[config.mk]
export PLATFORM = sky130hd
export DESIGN_NAME = capture_sequencer
export DESIGN_NICKNAME = d
export VERILOG_FILES = /design/src/rtl/camera_pkg.sv /design/src/rtl/crop_window_calc.sv /design/src/rtl/capture_sequencer.sv
export SDC_FILE = /design/constraint.sdc
export NUM_CORES = 1
export LEC_CHECK = 0
export CAP_MARGIN = 15
export CORE_UTILIZATION = 54
export DETAILED_ROUTE_END_ITERATION = 6
export PLACE_DENSITY = 0.82
export SLEW_MARGIN = 25
export SYNTH_ARGS = -nofsm -noshare
export SYNTH_HDL_FRONTEND = slang
export SYNTH_HIERARCHICAL = 1
export SYNTH_SLANG_ARGS = --single-unit
[constraint.sdc]
create_clock -name clock_in -period 2.5 [get_ports clock_in]
set_input_delay 0.75 -clock clock_in [delete_from_list [all_inputs] [get_ports clock_in]]
set_output_delay 0.75 -clock clock_in [all_outputs]
set_load 0.01 [all_outputs]
[src/rtl/camera_pkg.sv]
// Shared types and reset-default crop windows for the still-capture sequencer.
// Coordinates are 11-bit sensor pixels; window ends are exclusive.
package camera_pkg;

  typedef enum logic [1:0] {
    IDLE,
    ARMED,
    CAPTURE,
    DONE
  } state_t;

  typedef logic [10:0] coord_t;

  typedef struct packed {
    coord_t x_start;
    coord_t x_end;
    coord_t y_start;
    coord_t y_end;
  } window_t;

  localparam window_t DEF_PAN_WIN  = '{x_start: 11'd284, x_end: 11'd1004,
                                       y_start: 11'd4,   y_end: 11'd724};
  // 512x512 centred inside the 720x720 pan window
  localparam window_t DEF_ZOOM_WIN = '{x_start: 11'd104, x_end: 11'd616,
                                       y_start: 11'd104, y_end: 11'd616};
  localparam coord_t  DEF_SIZE     = 11'd512;

  function automatic coord_t clamp_even(input coord_t v, input coord_t lo, input coord_t hi);
    coord_t r;
    if (v < lo)      r = lo;
    else if (v > hi) r = hi;
    else             r = v;
    return {r[10:1], 1'b0};
  endfunction

endpackage

[src/rtl/crop_window_calc.sv]
// Clamps pan/resolution requests and derives pan and centred zoom windows.
// Results register on load (one-cycle latency) and act as the shadow copy.
module crop_window_calc
  import camera_pkg::*;
#(
  parameter int PAN_WIDTH   = 720,
  parameter int PAN_X_BASE  = 284,
  parameter int PAN_Y_START = 4,
  parameter int MAX_X_PAN   = 280,
  parameter int MIN_RES     = 16
) (
  input  logic        clk,
  input  logic        rst_n,
  input  logic        load,
  input  logic [10:0] x_pan,
  input  logic [10:0] x_res,
  input  logic [10:0] y_res,
  output window_t     pan_win,
  output window_t     zoom_win
);

  coord_t  xp;
  coord_t  rx;
  coord_t  ry;
  window_t pan_nxt;
  window_t zoom_nxt;

  always_comb begin
    xp = (x_pan > coord_t'(MAX_X_PAN)) ? coord_t'(MAX_X_PAN) : x_pan;
    rx = clamp_even(x_res, coord_t'(MIN_RES), coord_t'(PAN_WIDTH));
    ry = clamp_even(y_res, coord_t'(MIN_RES), coord_t'(PAN_WIDTH));

    pan_nxt.x_start = coord_t'(PAN_X_BASE) + xp;
    pan_nxt.x_end   = pan_nxt.x_start + coord_t'(PAN_WIDTH);
    pan_nxt.y_start = coord_t'(PAN_Y_START);
    pan_nxt.y_end   = pan_nxt.y_start + coord_t'(PAN_WIDTH);

    // rx/ry are even, so the halving is exact and the crop stays centred
    zoom_nxt.x_start = (coord_t'(PAN_WIDTH) - rx) >> 1;
    zoom_nxt.x_end   = zoom_nxt.x_start + rx;
    zoom_nxt.y_start = (coord_t'(PAN_WIDTH) - ry) >> 1;
    zoom_nxt.y_end   = zoom_nxt.y_start + ry;
  end

  always_ff @(posedge clk or negedge rst_n) begin
    if (!rst_n) begin
      pan_win  <= DEF_PAN_WIN;
      zoom_win <= DEF_ZOOM_WIN;
    end else if (load) begin
      pan_win  <= pan_nxt;
      zoom_win <= zoom_nxt;
    end
  end

endmodule

[src/rtl/capture_sequencer.sv]
// Sequences one still capture: arm on start edge, apply shadowed crop windows and start jpeg on the
// next frame end, finish on image_valid or after TIMEOUT_FRAMES frame ends. image_valid -> done_out: 2 cycles.
module capture_sequencer
  import camera_pkg::*;
#(
  parameter int PAN_WIDTH      = 720,
  parameter int PAN_X_BASE     = 284,
  parameter int PAN_Y_START    = 4,
  parameter int MAX_X_PAN      = 280,
  parameter int MIN_RES        = 16,
  parameter int TIMEOUT_FRAMES = 4
) (
  input  logic        clock_in,
  input  logic        reset_n_in,
  input  logic        start_capture_in,
  input  logic [10:0] x_pan_in,
  input  logic [10:0] x_resolution_in,
  input  logic [10:0] y_resolution_in,
  input  logic        frame_valid_in,
  input  logic        image_valid_in,
  input  logic [15:0] image_address_in,
  output logic [10:0] pan_x_start_out,
  output logic [10:0] pan_x_end_out,
  output logic [10:0] pan_y_start_out,
  output logic [10:0] pan_y_end_out,
  output logic [10:0] zoom_x_start_out,
  output logic [10:0] zoom_x_end_out,
  output logic [10:0] zoom_y_start_out,
  output logic [10:0] zoom_y_end_out,
  output logic [10:0] x_size_out,
  output logic [10:0] y_size_out,
  output logic        jpeg_start_out,
  output logic        busy_out,
  output logic        done_out,
  output logic        timeout_out,
  output logic [15:0] bytes_available_out
);

  localparam int CNT_W = $clog2(TIMEOUT_FRAMES + 1);

  state_t           state;
  state_t           state_nxt;
  logic             start_d;
  logic             fv_d;
  logic             start_pulse;
  logic             frame_end;
  logic             load;
  logic             fe_terminal;
  logic [CNT_W-1:0] fe_cnt;
  window_t          shadow_pan;
  window_t          shadow_zoom;
  window_t          pan_win;
  window_t          zoom_win;
  logic [10:0]      x_size;
  logic [10:0]      y_size;
  logic             done;
  logic             timeout;
  logic [15:0]      bytes_avail;
  logic             busy;
  logic             jpeg_start;

  assign start_pulse = start_capture_in & ~start_d;
  assign frame_end   = fv_d & ~frame_valid_in;
  assign load        = start_pulse && (state == IDLE);
  // The arming frame end counts as the first of the allowed frames
  assign fe_terminal = frame_end && (fe_cnt == CNT_W'(TIMEOUT_FRAMES - 1));

  crop_window_calc #(
    .PAN_WIDTH   (PAN_WIDTH),
    .PAN_X_BASE  (PAN_X_BASE),
    .PAN_Y_START (PAN_Y_START),
    .MAX_X_PAN   (MAX_X_PAN),
    .MIN_RES     (MIN_RES)
  ) u_calc (
    .clk      (clock_in),
    .rst_n    (reset_n_in),
    .load     (load),
    .x_pan    (x_pan_in),
    .x_res    (x_resolution_in),
    .y_res    (y_resolution_in),
    .pan_win  (shadow_pan),
    .zoom_win (shadow_zoom)
  );

  always_ff @(posedge clock_in or negedge reset_n_in) begin
    if (!reset_n_in) state <= IDLE;
    else             state <= state_nxt;
  end

  always_comb begin
    state_nxt  = state;
    busy       = 1'b0;
    jpeg_start = 1'b0;
    case (state)
      IDLE: begin
        if (start_pulse) state_nxt = ARMED;
      end
      ARMED: begin
        busy = 1'b1;
        if (frame_end) state_nxt = CAPTURE;
      end
      CAPTURE: begin
        busy       = 1'b1;
        jpeg_start = 1'b1;
        if (image_valid_in || fe_terminal) state_nxt = DONE;
      end
      DONE: begin
        state_nxt = IDLE;
      end
      default: state_nxt = IDLE;
    endcase
  end

  always_ff @(posedge clock_in or negedge reset_n_in) begin
    if (!reset_n_in) begin
      start_d <= 1'b0;
      fv_d    <= 1'b0;
    end else begin
      start_d <= start_capture_in;
      fv_d    <= frame_valid_in;
    end
  end

  always_ff @(posedge clock_in or negedge reset_n_in) begin
    if (!reset_n_in) begin
      fe_cnt      <= '0;
      pan_win     <= DEF_PAN_WIN;
      zoom_win    <= DEF_ZOOM_WIN;
      x_size      <= DEF_SIZE;
      y_size      <= DEF_SIZE;
      done        <= 1'b0;
      timeout     <= 1'b0;
      bytes_avail <= '0;
    end else begin
      case (state)
        IDLE: begin
          if (start_pulse) begin
            fe_cnt      <= '0;
            done        <= 1'b0;
            timeout     <= 1'b0;
            bytes_avail <= '0;
          end
        end
        ARMED: begin
          // Whole-window swap between frames so no frame sees a mixed window
          if (frame_end) begin
            fe_cnt   <= fe_cnt + CNT_W'(1);
            pan_win  <= shadow_pan;
            zoom_win <= shadow_zoom;
            x_size   <= shadow_zoom.x_end - shadow_zoom.x_start;
            y_size   <= shadow_zoom.y_end - shadow_zoom.y_start;
          end
        end
        CAPTURE: begin
          if (image_valid_in) begin
            bytes_avail <= image_address_in + 16'd4;
          end else if (frame_end) begin
            fe_cnt <= fe_cnt + CNT_W'(1);
            if (fe_terminal) begin
              timeout     <= 1'b1;
              bytes_avail <= '0;
            end
          end
        end
        DONE: begin
          done <= 1'b1;
        end
        default: ;
      endcase
    end
  end

  assign pan_x_start_out     = pan_win.x_start;
  assign pan_x_end_out       = pan_win.x_end;
  assign pan_y_start_out     = pan_win.y_start;
  assign pan_y_end_out       = pan_win.y_end;
  assign zoom_x_start_out    = zoom_win.x_start;
  assign zoom_x_end_out      = zoom_win.x_end;
  assign zoom_y_start_out    = zoom_win.y_start;
  assign zoom_y_end_out      = zoom_win.y_end;
  assign x_size_out          = x_size;
  assign y_size_out          = y_size;
  assign jpeg_start_out      = jpeg_start;
  assign busy_out            = busy;
  assign done_out            = done;
  assign timeout_out         = timeout;
  assign bytes_available_out = bytes_avail;

endmodule

# Word level (Yosys, flattened, before mapping)
# Index checks and enable logic that the tools add are counted.
[word_totals]
elab_cells = 92
ff_bits = 175
[classes]
n_addsub = 10
n_mux = 26
bitwise_logic = 4
magnitude_cmp = 5
reduce_logical = 14
n_eq_ne = 12
[ops]
columns = ["cell", "count"]
rows = [
  ["16-bit two-way mux", 4],
  ["11-bit two-way mux", 5],
  ["16-bit one-hot mux with 2 select lines", 1],
  ["10-bit by 11-bit adder with 11-bit output", 2],
  ["11-bit by 10-bit > comparator with 1-bit output (second input constant)", 2],
  ["11-bit by 5-bit < comparator with 1-bit output (second input constant)", 2],
  ["10-bit by 11-bit subtractor with 11-bit output (first input constant)", 2],
  ["11-bit by 10-bit subtractor with 11-bit output", 2],
  ["16-bit by 3-bit adder with 16-bit output (second input constant)", 1],
  ["2-bit inequality test (second input constant)", 6],
  ["11-bit by 10-bit adder with 11-bit output (second input constant)", 1],
  ["9-bit by 11-bit adder with 11-bit output (first input constant)", 1],
  ["11-bit by 9-bit > comparator with 1-bit output (second input constant)", 1],
  ["3-bit two-way mux", 3],
  ["3-bit one-hot mux with 3 select lines", 1],
  ["2-bit one-hot mux with 4 select lines", 1],
  ["1-bit two-way mux", 6],
  ["2-bit two-way mux", 3],
  ["3-bit inequality test (second input constant)", 2],
  ["3-bit AND reduction", 2],
  ["5-bit AND reduction", 1],
  ["2-bit == test (second input constant)", 2],
  ["1-bit one-hot mux with 2 select lines", 2],
  ["2-bit AND reduction", 2],
  ["other kinds (12)", 16],
]

# Logic depth before layout (Yosys ltp)
[depth]
ltp_word = 7
depth_mapped = 19
depth_no_buf = 17

# Cells and area by module
# The synthesis kept the hierarchy.
[modules_own_cells]
columns = ["mod", "cells_each", "seq_area_each_um2", "n_inst", "area_each_um2"]
rows = [
  ["capture_sequencer", 690, 3419.5, 1, 6277.3],
  ["crop_window_calc", 427, 1480.2, 1, 3987.6],
]

# Worst setup path before layout
# OpenSTA, ideal clock, no wires.
[synth_timing]
path_kind = "input port to flip-flop"
start = "input port x_resolution_in[8]"
end = "register u_calc/zoom_win[32] (netlist name)"
required_ns = 2.405
setup_slack_ns = -1.595
stages = 18
arrival_ns = 3.999
path_buffers = 1
path_cell_list = "clkbuf_1 > nor3_1 > a211oi_1 > a21oi_1 > nand2_1 > ha_1 > inv_1 > a31o_2 > a21oi_1 > nor2_1 > xor2_1 > ha_1 > nor2_1 > nor2_1 > a21boi_0 > a211oi_1 > a21oi_1 > o31ai_1"
[synth_lines]
columns = ["item", "line_no", "source"]
rows = [
  ["start, declared", "capture_sequencer.sv:17", "input logic [10:0] x_resolution_in,"],
  ["end signal, assigned", "crop_window_calc.sv:51", "zoom_win <= zoom_nxt;"],
  ["end, declared", "crop_window_calc.sv:19", "output window_t zoom_win"],
]

# Worst setup path after layout
[layout_timing]
start = "input port x_resolution_in[0]"
end = "register u_calc/zoom_win[31] (netlist name)"
[layout_via]
elab_chain_cells = 5
elab_cells_between_ends = 6
cone_classes = "add/sub (2); order compare (2); mux (2)"
[layout_rtl]
columns = ["item", "line_no", "source"]
rows = [
  ["11-bit by 10-bit > comparator with 1-bit output", "camera_pkg.sv:31", "else if (v > hi) r = hi;"],
  ["11-bit two-way mux", "camera_pkg.sv:31", ""],
  ["11-bit two-way mux *", "camera_pkg.sv:30", "if (v < lo) r = lo;"],
  ["10-bit by 11-bit subtractor with 11-bit output", "crop_window_calc.sv:39", "zoom_nxt.x_start = (coord_t'(PAN_WIDTH) - rx) >> 1;"],
  ["10-bit by 11-bit adder with 11-bit output *", "crop_window_calc.sv:40", "zoom_nxt.x_end = zoom_nxt.x_start + rx;"],
]
# Every way passes the cells marked *; elsewhere a longest branch is shown, timed or not.
# A chain may end at the register's enable or synchronous reset.

==> impl_results.md <==
- CP bufs+invs: 5
- Port bufs: 183
- Max-cap violations: 0
- DRC: 3
- Sequential Power Share: 0.348
- Crit-path max cell delay: 0.43 ns
- Combinational power share: 0.479
- I/O pin total: 184
- First-pass GRT wire length: 45430 um
- Sequential area share after synthesis: 0.4773
- Peak supply drop: 0.7016 mV
- Most common cell in the synthesized netlist: nand2_1
- Pwr Density: 1099 nW/um^2
- Post-Syn Area: 10260 um^2
- FF-to-FF Start: u_calc/zoom_win[0]
- Post-synth cell types: 69
- Max Clock Skew: 0.01399 ns
- Vias in the first global route: 9044
- Ys Warns: 6
- Final Routed Wirelength: 29550 um
- Worst Reg-to-Reg Cells: 9
- Post-synth top cells: nand2_1 (307), dfrtp_1 (137), o21ai_0 (71)
- Pin count of the biggest net entering global routing: 60
- Area Growth Syn to Fin: 44.31%
- Hold_buf cts: 0
- Clk_lat worst skew: 0.44 ns
- Crit path from: x_resolution_in[0]
- Crit Path Max Fanout: 3
- Syn avg cell area: 9.190 um^2
- CP top delay family: compound AO/OA/AOI/OAI gates
- Total CTS buffers: 17
- Worst Slack Setup Final: -0.9550 ns
- Setup WS pre-CTS: -1.713 ns
- Via density: 5.578
- Starting DRC count in detailed routing: 663
- Largest cells by area after synthesis: dfrtp_1 (33%), dfstp_2 (14%), nand2_1 (11%), ha_1 (5.9%), o21ai_0 (3.5%)
- Core Area: 18640 um^2
- Worst Setup Start Kind: primary input
- P_int: 0.01016 W
- Crit path depth: 17
- Worst Setup End Kind: flop
- Layout cells sized above 1: 0.2921
- Htree depth: 4
- Clock network power share: 0.173
- WHS: 0.2750 ns
- Yosys top cell area share: 0.3340
- Antenna viol nets, final: 0
- RSZ-0062 raised after global routing: true
- Overflow after GRT: 0
- Switching power: 0.006111 W
- Total die area: 19570 um^2
- Die W: 139.9 um
- Primary FF master, synth: dfrtp_1
- Die Height: 139.9 um
- Top cell by count, worst path: buf_4
- Final number of setup-violating endpoints: 22
- Max Buffers Root-to-Sink: 2
- Relative slew slack: 0.6683
- Avg WL per Cell: 17.42 um
- Tot GR Track Use: 0.2934
- CTS tree: done
- Worst-margin pin slew: 0.4913 ns
- Post-synth EDFFs: 0
- Crit path time final: 3.455 ns
- Failing checks: design-rule violations, negative setup slack
- Std-Cell Rows: 50
- Root buffer cell: clkbuf_16
- Seq cells post-synth: 193
- Status: finished, violations left
- P_leak: 6.890 nW
- 1st-pass router iterations: 7
- Fin crit share: 1.382
- Final net count: 1554
- Fmax: 289.4 MHz
- Asr flop ratio synth: 1.000
- Final Hold Viols: 0
- Clock Pin Slew Worst Setup and Hold Paths: 0.08 ns
- Initial core utilization: 0.5506
- CTS Sinks: 193
- Data arrival, critical path: 3.83 ns
- Max-slew violations: 0
- HPWL Detailed: 19720 um
- CP Class: primary input to flop
- Sw Share: 0.3755
- Post-Synthesis Cells: 1117
- Diodes inserted: 0
- Final GP Congestion: 0.8892
- Via count: 9460
- Initial antenna violation count: 0
- CP max stage cell: o41ai_4
- Hold crit path type: primary input to async pin
- Area leader, netlist: dfrtp_1
- CP Data Required Time: 2.87 ns
- Worst path cell trace: buf_6 -> o41ai_4 -> a211o_1 -> and3_4 -> buf_4 -> buf_4 -> ha_2 -> inv_1 -> fa_2 -> nor2b_1 -> o21ai_2 -> a21boi_2 -> o21ai_2 -> o211ai_1 -> buf_4 -> nand4_1 -> nand3b_1
[flip-flops by register name, summed over array words and instances, names as in the netlist, 11 cells and up]
name	flops
pan_y_start_out	11
zoom_y_end_out	11
pan_x_end_out	11
pan_y_end_out	11
u_calc/pan_win	18
pan_x_start_out	11
y_size_out	11
u_calc/zoom_win	40
zoom_x_start_out	11
zoom_y_start_out	11
x_size_out	11
bytes_available_out	16
zoom_x_end_out	11
[metrics by stage]
step,std cells,TNS (ns),instance area (um^2),util,total power [W]
after floorplan,1140,-16.15,10640,-,0.009521
after global placement,1621,-35.21,13440,0.7211,0.01261
after detailed placement,1621,-39.11,13440,0.7211,0.01291
after CTS,1681,-9.347,14490,0.7770,0.01597
after global routing,1696,-12.13,14810,0.7946,0.01728
final,1696,-10.83,14810,0.7946,0.01627
[layout by cell type (no fill, tap or decap), types with 18 or more instances in the layout]
cell type          n
a21oi_1           34
buf_4            164
buf_6             20
clkbuf_16         18
clkdlybuf4s50_1  149
conb_1            25
dfrtp_1          137
dfstp_2           56
ha_1              37
inv_1             45
mux2_2            18
nand2_1          300
nor2_1            45
o21ai_0           62
xnor2_1           19
xor2_1            19
[path summary, 6_finish.rpt]
path | endpoint | slack, ns
max reg2reg | y_size_out[10] | 0.13
min in group clock_in | pan_y_end_out[2] | 0.46
max in group asynchronous | u_calc/zoom_win[16] | 1.49
min | pan_y_start_out[1] | 0.27
min reg2reg | pan_y_end_out[2] | 0.46
max | u_calc/zoom_win[31] | -0.95
[layout make-up]
type	instances	area, um^2
well taps	234	292.8
repair buffers	364	3293
multi-input cells	822	5520
clock inverters	10	110.1
flip-flops and latches	193	4900
fillers	1146	3830
clock buffers	22	495.5
inverters	51	201.4
[routing by layer]
metal | vias to the layer above | share of wire | global-route usage | wire length (um)
li1 | 4387 | - | - | -
met1 | 4586 | 0.42 | 0.3873 | 12340
met2 | 402 | 0.49 | 0.4834 | 14460
met3 | 85 | 0.059 | 0.05368 | 1747
met4 | 0 | 0.034 | 0.1082 | 1007
met5 | - | 0 | 0 | 0
[cell families after synthesis]
kind of cell	Yosys count	share of synthesized area
other	2	0.0007316
muxes	31	0.03352
xor gates and xnor gates	47	0.04157
AOI/OAI and AO/OA	206	0.1298
and+or+nand+nor	462	0.1942
adders and majority gates	51	0.06436
DFF	193	0.4773
buffers and inverters	125	0.05851
[power groups by stage]
| stage | clock network [W] | logic, W | registers (W) |
|---|---|---|---|
| 6_report | 0.00282 | 0.00779 | 0.00567 |
| 5_1_grt | 0.00300 | 0.00847 | 0.00581 |
| 4_1_cts | 0.00283 | 0.00750 | 0.00564 |
| 3_5_place_dp | 0 | 0.00724 | 0.00567 |
| 3_3_place_gp | 0 | 0.00699 | 0.00562 |
| 2_1_floorplan | 0 | 0.00369 | 0.00583 |
[what timing repair did]
item                                   in CTS  in global routing
setup endpoints to repair                  37                 26
pin swaps                                  72                 54
gates resized for setup                   190                 49
setup buffers                              30                 18
endpoints found under the hold margin       0                  0
Note: power is estimated with default switching activity, not from simulation.
